--- config.mk ---
export PLATFORM = sky130hd
export DESIGN_NAME = dwt_row_arbiter
export DESIGN_NICKNAME = d
export VERILOG_FILES = /design/src/rtl/dwt_row_arbiter.sv
export SDC_FILE = /design/constraint.sdc
export NUM_CORES = 1
export LEC_CHECK = 0
export ABC_AREA = 1
export CORE_MARGIN = 1.5
export CORE_UTILIZATION = 25
export DETAILED_ROUTE_END_ITERATION = 7
export GPL_ROUTABILITY_DRIVEN = 0
export PLACE_DENSITY = 0.76
export SYNTH_ARGS = -nofsm -noshare
export SYNTH_HDL_FRONTEND = slang
export SYNTH_SLANG_ARGS = --single-unit
--- constraint.sdc ---
create_clock -name clk_i -period 1.8 [get_ports clk_i]
set_clock_uncertainty 0.1 [all_clocks]
set_input_delay 0.36 -clock clk_i [delete_from_list [all_inputs] [get_ports clk_i]]
set_output_delay 0.36 -clock clk_i [all_outputs]
set_load 0.01 [all_outputs]
--- src/rtl/dwt_row_arbiter.sv ---
// dwt_row_arbiter: shares one row-DWT engine between two line requesters.
// A requester owns the forward path from its first beat until the DWT accepts
// its eol beat. Each granted line pushes its owner tag into a small FIFO so
// results returning from the DWT can be steered back to the right consumer.
module dwt_row_arbiter #(
    parameter int DataWidth = 16,
    parameter int TagDepth  = 4
) (
    input  logic                     clk_i,
    input  logic                     rst_i,

    // requester 0
    output logic                     s0_ready_o,
    input  logic                     s0_valid_i,
    input  logic                     s0_sof_i,
    input  logic                     s0_eol_i,
    input  logic [2*DataWidth-1:0]   s0_data_i,

    // requester 1
    output logic                     s1_ready_o,
    input  logic                     s1_valid_i,
    input  logic                     s1_sof_i,
    input  logic                     s1_eol_i,
    input  logic [2*DataWidth-1:0]   s1_data_i,

    // towards the shared row DWT
    input  logic                     d_ready_i,
    output logic                     d_valid_o,
    output logic                     d_sof_o,
    output logic                     d_eol_o,
    output logic [2*DataWidth-1:0]   d_data_o,

    // back from the shared row DWT
    output logic                     r_ready_o,
    input  logic                     r_valid_i,
    input  logic                     r_sof_i,
    input  logic                     r_eol_i,
    input  logic [2*DataWidth-1:0]   r_data_i,

    // result stream for requester 0
    input  logic                     m0_ready_i,
    output logic                     m0_valid_o,
    output logic                     m0_sof_o,
    output logic                     m0_eol_o,
    output logic [2*DataWidth-1:0]   m0_data_o,

    // result stream for requester 1
    input  logic                     m1_ready_i,
    output logic                     m1_valid_o,
    output logic                     m1_sof_o,
    output logic                     m1_eol_o,
    output logic [2*DataWidth-1:0]   m1_data_o,

    output logic                     busy_o
);

    localparam int BeatW = 2 * DataWidth;
    localparam int PtrW  = (TagDepth > 2) ? $clog2(TagDepth) : 1;
    localparam int CntW  = PtrW + 1;

    typedef enum logic {
        ST_IDLE = 1'b0,
        ST_BUSY = 1'b1
    } state_t;

    // requester / consumer ports gathered into indexable form
    logic [1:0]       s_valid;
    logic [1:0]       s_sof;
    logic [1:0]       s_eol;
    logic [BeatW-1:0] s_data [2];
    logic [1:0]       s_ready;
    logic [1:0]       m_ready;
    logic [1:0]       m_valid;

    state_t           state_reg, state_next;
    logic             owner_reg, owner_next;
    logic             rr_reg, rr_next;

    // owner tag FIFO
    logic             tag_mem [TagDepth];
    logic [PtrW-1:0]  wr_ptr_reg;
    logic [PtrW-1:0]  rd_ptr_reg;
    logic [CntW-1:0]  count_reg;

    logic             push;
    logic             push_tag;
    logic             pop;
    logic             fifo_full;
    logic             fifo_empty;
    logic             head_tag;
    logic             out_en;
    logic             fwd_active;
    logic             ret_active;

    assign s_valid   = {s1_valid_i, s0_valid_i};
    assign s_sof     = {s1_sof_i, s0_sof_i};
    assign s_eol     = {s1_eol_i, s0_eol_i};
    assign s_data[0] = s0_data_i;
    assign s_data[1] = s1_data_i;
    assign m_ready   = {m1_ready_i, m0_ready_i};

    assign s0_ready_o = s_ready[0];
    assign s1_ready_o = s_ready[1];
    assign m0_valid_o = m_valid[0];
    assign m1_valid_o = m_valid[1];

    // Outputs are forced quiet while reset is held, so nothing leaks out
    // before the state registers have been cleared on the first edge.
    assign out_en     = ~rst_i;
    assign fifo_full  = (count_reg == CntW'(TagDepth));
    assign fifo_empty = (count_reg == '0);
    assign head_tag   = tag_mem[rd_ptr_reg];
    assign fwd_active = out_en & (state_reg == ST_BUSY);
    assign ret_active = out_en & ~fifo_empty;

    // Next-state logic: grant in IDLE, release on accepted owner eol in BUSY.
    always_comb begin
        state_next = state_reg;
        owner_next = owner_reg;
        rr_next    = rr_reg;
        push       = 1'b0;
        push_tag   = 1'b0;
        if (state_reg == ST_IDLE) begin
            // Never grant while every tag slot is taken; the line would have
            // nowhere to record its owner.
            if (!fifo_full && (s_valid != 2'b00)) begin
                push_tag   = (s_valid == 2'b11) ? rr_reg : s_valid[1];
                push       = 1'b1;
                owner_next = push_tag;
                state_next = ST_BUSY;
            end
        end else begin
            if (s_valid[owner_reg] && d_ready_i && s_eol[owner_reg]) begin
                state_next = ST_IDLE;
                rr_next    = ~owner_reg;
            end
        end
    end

    // Forward path: owner beats go straight through to the DWT.
    assign d_valid_o = fwd_active & s_valid[owner_reg];
    assign d_sof_o   = s_sof[owner_reg];
    assign d_eol_o   = s_eol[owner_reg];
    assign d_data_o  = s_data[owner_reg];

    // Return path: the FIFO head decides which consumer sees the DWT output.
    assign r_ready_o = ret_active & m_ready[head_tag];
    assign pop       = r_valid_i & r_ready_o & r_eol_i;

    assign m0_sof_o  = r_sof_i;
    assign m0_eol_o  = r_eol_i;
    assign m0_data_o = r_data_i;
    assign m1_sof_o  = r_sof_i;
    assign m1_eol_o  = r_eol_i;
    assign m1_data_o = r_data_i;

    // Per-requester ready and per-consumer valid steering.
    generate
        for (genvar gi = 0; gi < 2; gi++) begin : g_port
            assign s_ready[gi] = fwd_active & (owner_reg == 1'(gi)) & d_ready_i;
            assign m_valid[gi] = ret_active & (head_tag == 1'(gi)) & r_valid_i;
        end
    endgenerate

    assign busy_o = out_en & ((state_reg == ST_BUSY) | ~fifo_empty);

    // Arbiter state, owner and round-robin pointer.
    always_ff @(posedge clk_i) begin
        if (rst_i) begin
            state_reg <= ST_IDLE;
            owner_reg <= 1'b0;
            rr_reg    <= 1'b0;
        end else begin
            state_reg <= state_next;
            owner_reg <= owner_next;
            rr_reg    <= rr_next;
        end
    end

    // Tag FIFO pointers and occupancy; simultaneous push and pop cancel out.
    always_ff @(posedge clk_i) begin
        if (rst_i) begin
            wr_ptr_reg <= '0;
            rd_ptr_reg <= '0;
            count_reg  <= '0;
        end else begin
            if (push) begin
                wr_ptr_reg <= wr_ptr_reg + 1'b1;
            end
            if (pop) begin
                rd_ptr_reg <= rd_ptr_reg + 1'b1;
            end
            case ({push, pop})
                2'b10:   count_reg <= count_reg + 1'b1;
                2'b01:   count_reg <= count_reg - 1'b1;
                default: count_reg <= count_reg;
            endcase
        end
    end

    // Tag storage; contents are only meaningful below the occupancy count.
    always_ff @(posedge clk_i) begin
        if (push) begin
            tag_mem[wr_ptr_reg] <= push_tag;
        end
    end

endmodule

==> impl_metrics.py <==
metrics = {
    "route": {
        "wirelength_microns": 5665,
        "via_count": 1920,
        "firstDrtPassIters": 5,
        "drt_iter0_markers": 92,
        "avgViaCountPerCell": 4.094,
        "ant_nets": 0,
        "remaining_drc_errors": 0,
        "wl_per_cell_microns": 12.08,
    },
    "sta": {
        "timing_hold_violations_final": 0,
        "tns_ps": -265.7,
        "rsz0062_at_grt": "true",
        "final.setup.worst_slack_ps": -145.2,
        "setup_viol_count_final": 2,
        "hold_ws_ps": 393.0,
        "slew_headroom": 0.8533,
        "drv_slew": 0,
        "period_needed_ps": 1945,
        "worst_slew_pin_slew_ps": 219.4,
        "clock.fmax_ghz": 0.5141,
        "post-route-period-util": 1.081,
    },
    "pwr": {
        "internal_power_mw": 0.9499,
        "switching_power_mw": 0.4703,
        "pwr-share-seq": 0.297,
        "pwr-share-clk": 0.191,
        "ir_drop_uv": 151.9,
        "p_leak_nw": 1.411,
        "combPwrFrac": 0.511,
        "power.density_nw_per_um2": 489.5,
        "p_sw_frac": 0.3311,
    },
    "synthesis": {
        "syn_avg_cell_area_sq_um": 6.363,
        "synth_commonest_cells": "116 x nand2_1, 68 x buf_4, 16 x inv_1",
        "synth_cell_type_count": 27,
        "synth_top_area_frac": 0.2747,
        "ys_ff_latch": 16,
        "yosysMostFrequentCell": "nand2_1",
        "async_reset_ff_frac": 0,
        "synth_warnings": 0,
        "synth_top_area_cell": "buf_4",
        "synth_seq_area_share": 0.1939,
        "syn_nets": 408,
        "netlist_top_cells_area": "buf_4 27%, nand2_1 23%, dfxtp_1 13%, edfxtp_1 6.5%, ha_1 3.4%",
        "synth_edf_count": 4,
        "postSynthCellCount": 292,
        "syn-cell-area_sq_um": 1858,
        "synthFlopType": "dfxtp_1",
    },
    "floorplanning": {
        "die-width_microns": 89.21,
        "die_h_microns": 89.21,
        "core-area_sq_um": 7214,
        "start_util": 0.2575,
        "die_area_sq_um": 7958,
        "boundaryPins": 219,
        "rows": 31,
    },
    "clock_network": {
        "ctsRootBufferMaster": "clkbuf_8",
        "cts_buffers": 3,
        "hold_buffers": 0,
        "clkSlewWorstSetupHoldPaths_ps": 70,
        "clk_path_buf_depth": 2,
        "cts_sinks": 16,
        "tritoncts": "yes",
        "ctsHtreeMaxLevel": 1,
        "insertion_delay_ps": 250,
    },
    "status": {
        "violations": "setup timing",
        "status": "complete, but fails checks",
    },
    "critical_path": {
        "max_stage_delay_ps": 370,
        "crit_buf_inv": 2,
        "path_max_fanout": 4,
        "cp.required_ps": 1840,
        "crit_slowest_cell": "edfxtp_1",
        "crit_path_start_kind": "flop",
        "path_class": "flop to flop",
        "cp_top_family": "adder cells",
        "path_cells": "nand2_1 > nand3_2 > nand3b_1 > nand3_2 > inv_2 > ha_4 > inv_2 > fa_2 > a21oi_2 > o21ai_2 > o21ai_1 > a21oi_1",
        "end_kind": "flop",
        "cp.arrival_ps": 1980,
    },
    "layout": {
        "multi_input_comb_area_sq_um": 892.1,
        "syn2layout_area_growth_pct": 56.16,
        "seqCellArea_sq_um": 369.1,
        "fill_cells": 762,
        "stdcell_count": 469,
        "layout.nets": 487,
        "antenna_cells": 0,
        "drive_gt1_frac": 0.2459,
    },
    "placement": {
        "place_hpwl_microns": 4578,
        "post-place-ws_ps": -599.5,
        "io_buffer_count": 119,
        "dp.cells": 462,
    },
    "global_route": {
        "grt_start_max_net_pins": 22,
        "grt_util_all_layers": 0.1349,
        "antenna_found_initial": 0,
        "grt_pass1_vias": 1773,
        "grt_pass1_wl_microns": 8217,
        "grt_overflow": 0,
    },
    "worst_hold_path": {
        "hold_class": "flop to flop",
    },
    "job": {
        "cap_violations": 0,
    },
}
cells by family after synthesis:
| family | share of synthesized area |
|---|---|
| AOI/OAI and AO/OA | 0.05387 |
| xor gates and xnor gates | 0.004715 |
| adders and majority gates | 0.04444 |
| buffers and inverters | 0.3455 |
| DFF | 0.1939 |
| and+or+nand+nor | 0.3576 |
worst register-to-register path, stage by stage (launching register included):
cell and delay (ps):
edfxtp_1 370, nand2_1 80, nand3_2 110, nand3b_1 130
nand3_2 100, inv_2 80, ha_4 120, inv_2 40
fa_2 350, a21oi_2 140, o21ai_2 70, o21ai_1 110
a21oi_1 50
per-stage QoR:
stage | utilization | power (mW) | area [sq um]
CTS | 0.4011 | 1.416 | 2894
global route | 0.4022 | 1.523 | 2902
floorplan | - | 0.8823 | 1879
global placement | 0.3978 | 1.182 | 2870
detailed placement | 0.3978 | 1.194 | 2870
finish | 0.4022 | 1.420 | 2902
final cells by class:
cell class                 count  share of cell area
inverter                      22             0.03105
clock buffer                   3             0.01423
multi-input combinational    178              0.3075
tap                           99             0.04269
timing repair buffer         150              0.4761
sequential                    16              0.1272
clock inverter                 1            0.001294
cell usage in the layout (no fill, tap or decap), types with 3 or more instances in the layout:
cell type,n
nand2_1,115
nand2_2,8
dfxtp_1,7
o21ai_2,3
clkbuf_2,13
inv_2,7
ha_1,4
nor2_2,4
clkdlybuf4s50_1,72
edfxtp_1,4
nand3_1,3
clkbuf_8,3
dlygate4sd2_1,30
dfxtp_2,4
nor2_1,13
buf_4,26
a21oi_1,8
inv_1,13
buf_12,3
buf_2,3
nand3_2,4
power by group through the flow:
stage | logic, mW | clock network, mW | registers (mW)
after floorplan | 0.459 | 0 | 0.423
after global placement | 0.755 | 0 | 0.426
after detailed placement | 0.766 | 0 | 0.428
after CTS | 0.718 | 0.277 | 0.421
after global routing | 0.798 | 0.299 | 0.426
final | 0.726 | 0.272 | 0.422
final timing paths:
check	start	end	slack [ps]	cells past startpoint
max	tag_mem[3]	count_reg[2]	-150	12
min	rd_ptr_reg[1]	flop	390	2
max reg2reg	tag_mem[3]	count_reg[2]	-150	12
min reg2reg	rd_ptr_reg[1]	flop	390	2
per-layer routing:
metal,track usage,share of wire,up-vias
met5,0,0,-
met4,0.06294,0.018,0
met3,0.03693,0.087,12
met2,0.2317,0.50,80
met1,0.1554,0.40,851
li1,-,-,977
what timing repair did:
| action | in CTS | in global routing |
|---|---|---|
| endpoints found under the setup margin | 45 | 27 |
| cloned | 1 | 1 |
| resized for setup | 64 | 32 |
| pin swaps | 1 | 1 |
| setup buffers | 0 | 1 |
Note: power is estimated with default switching activity, not from simulation.
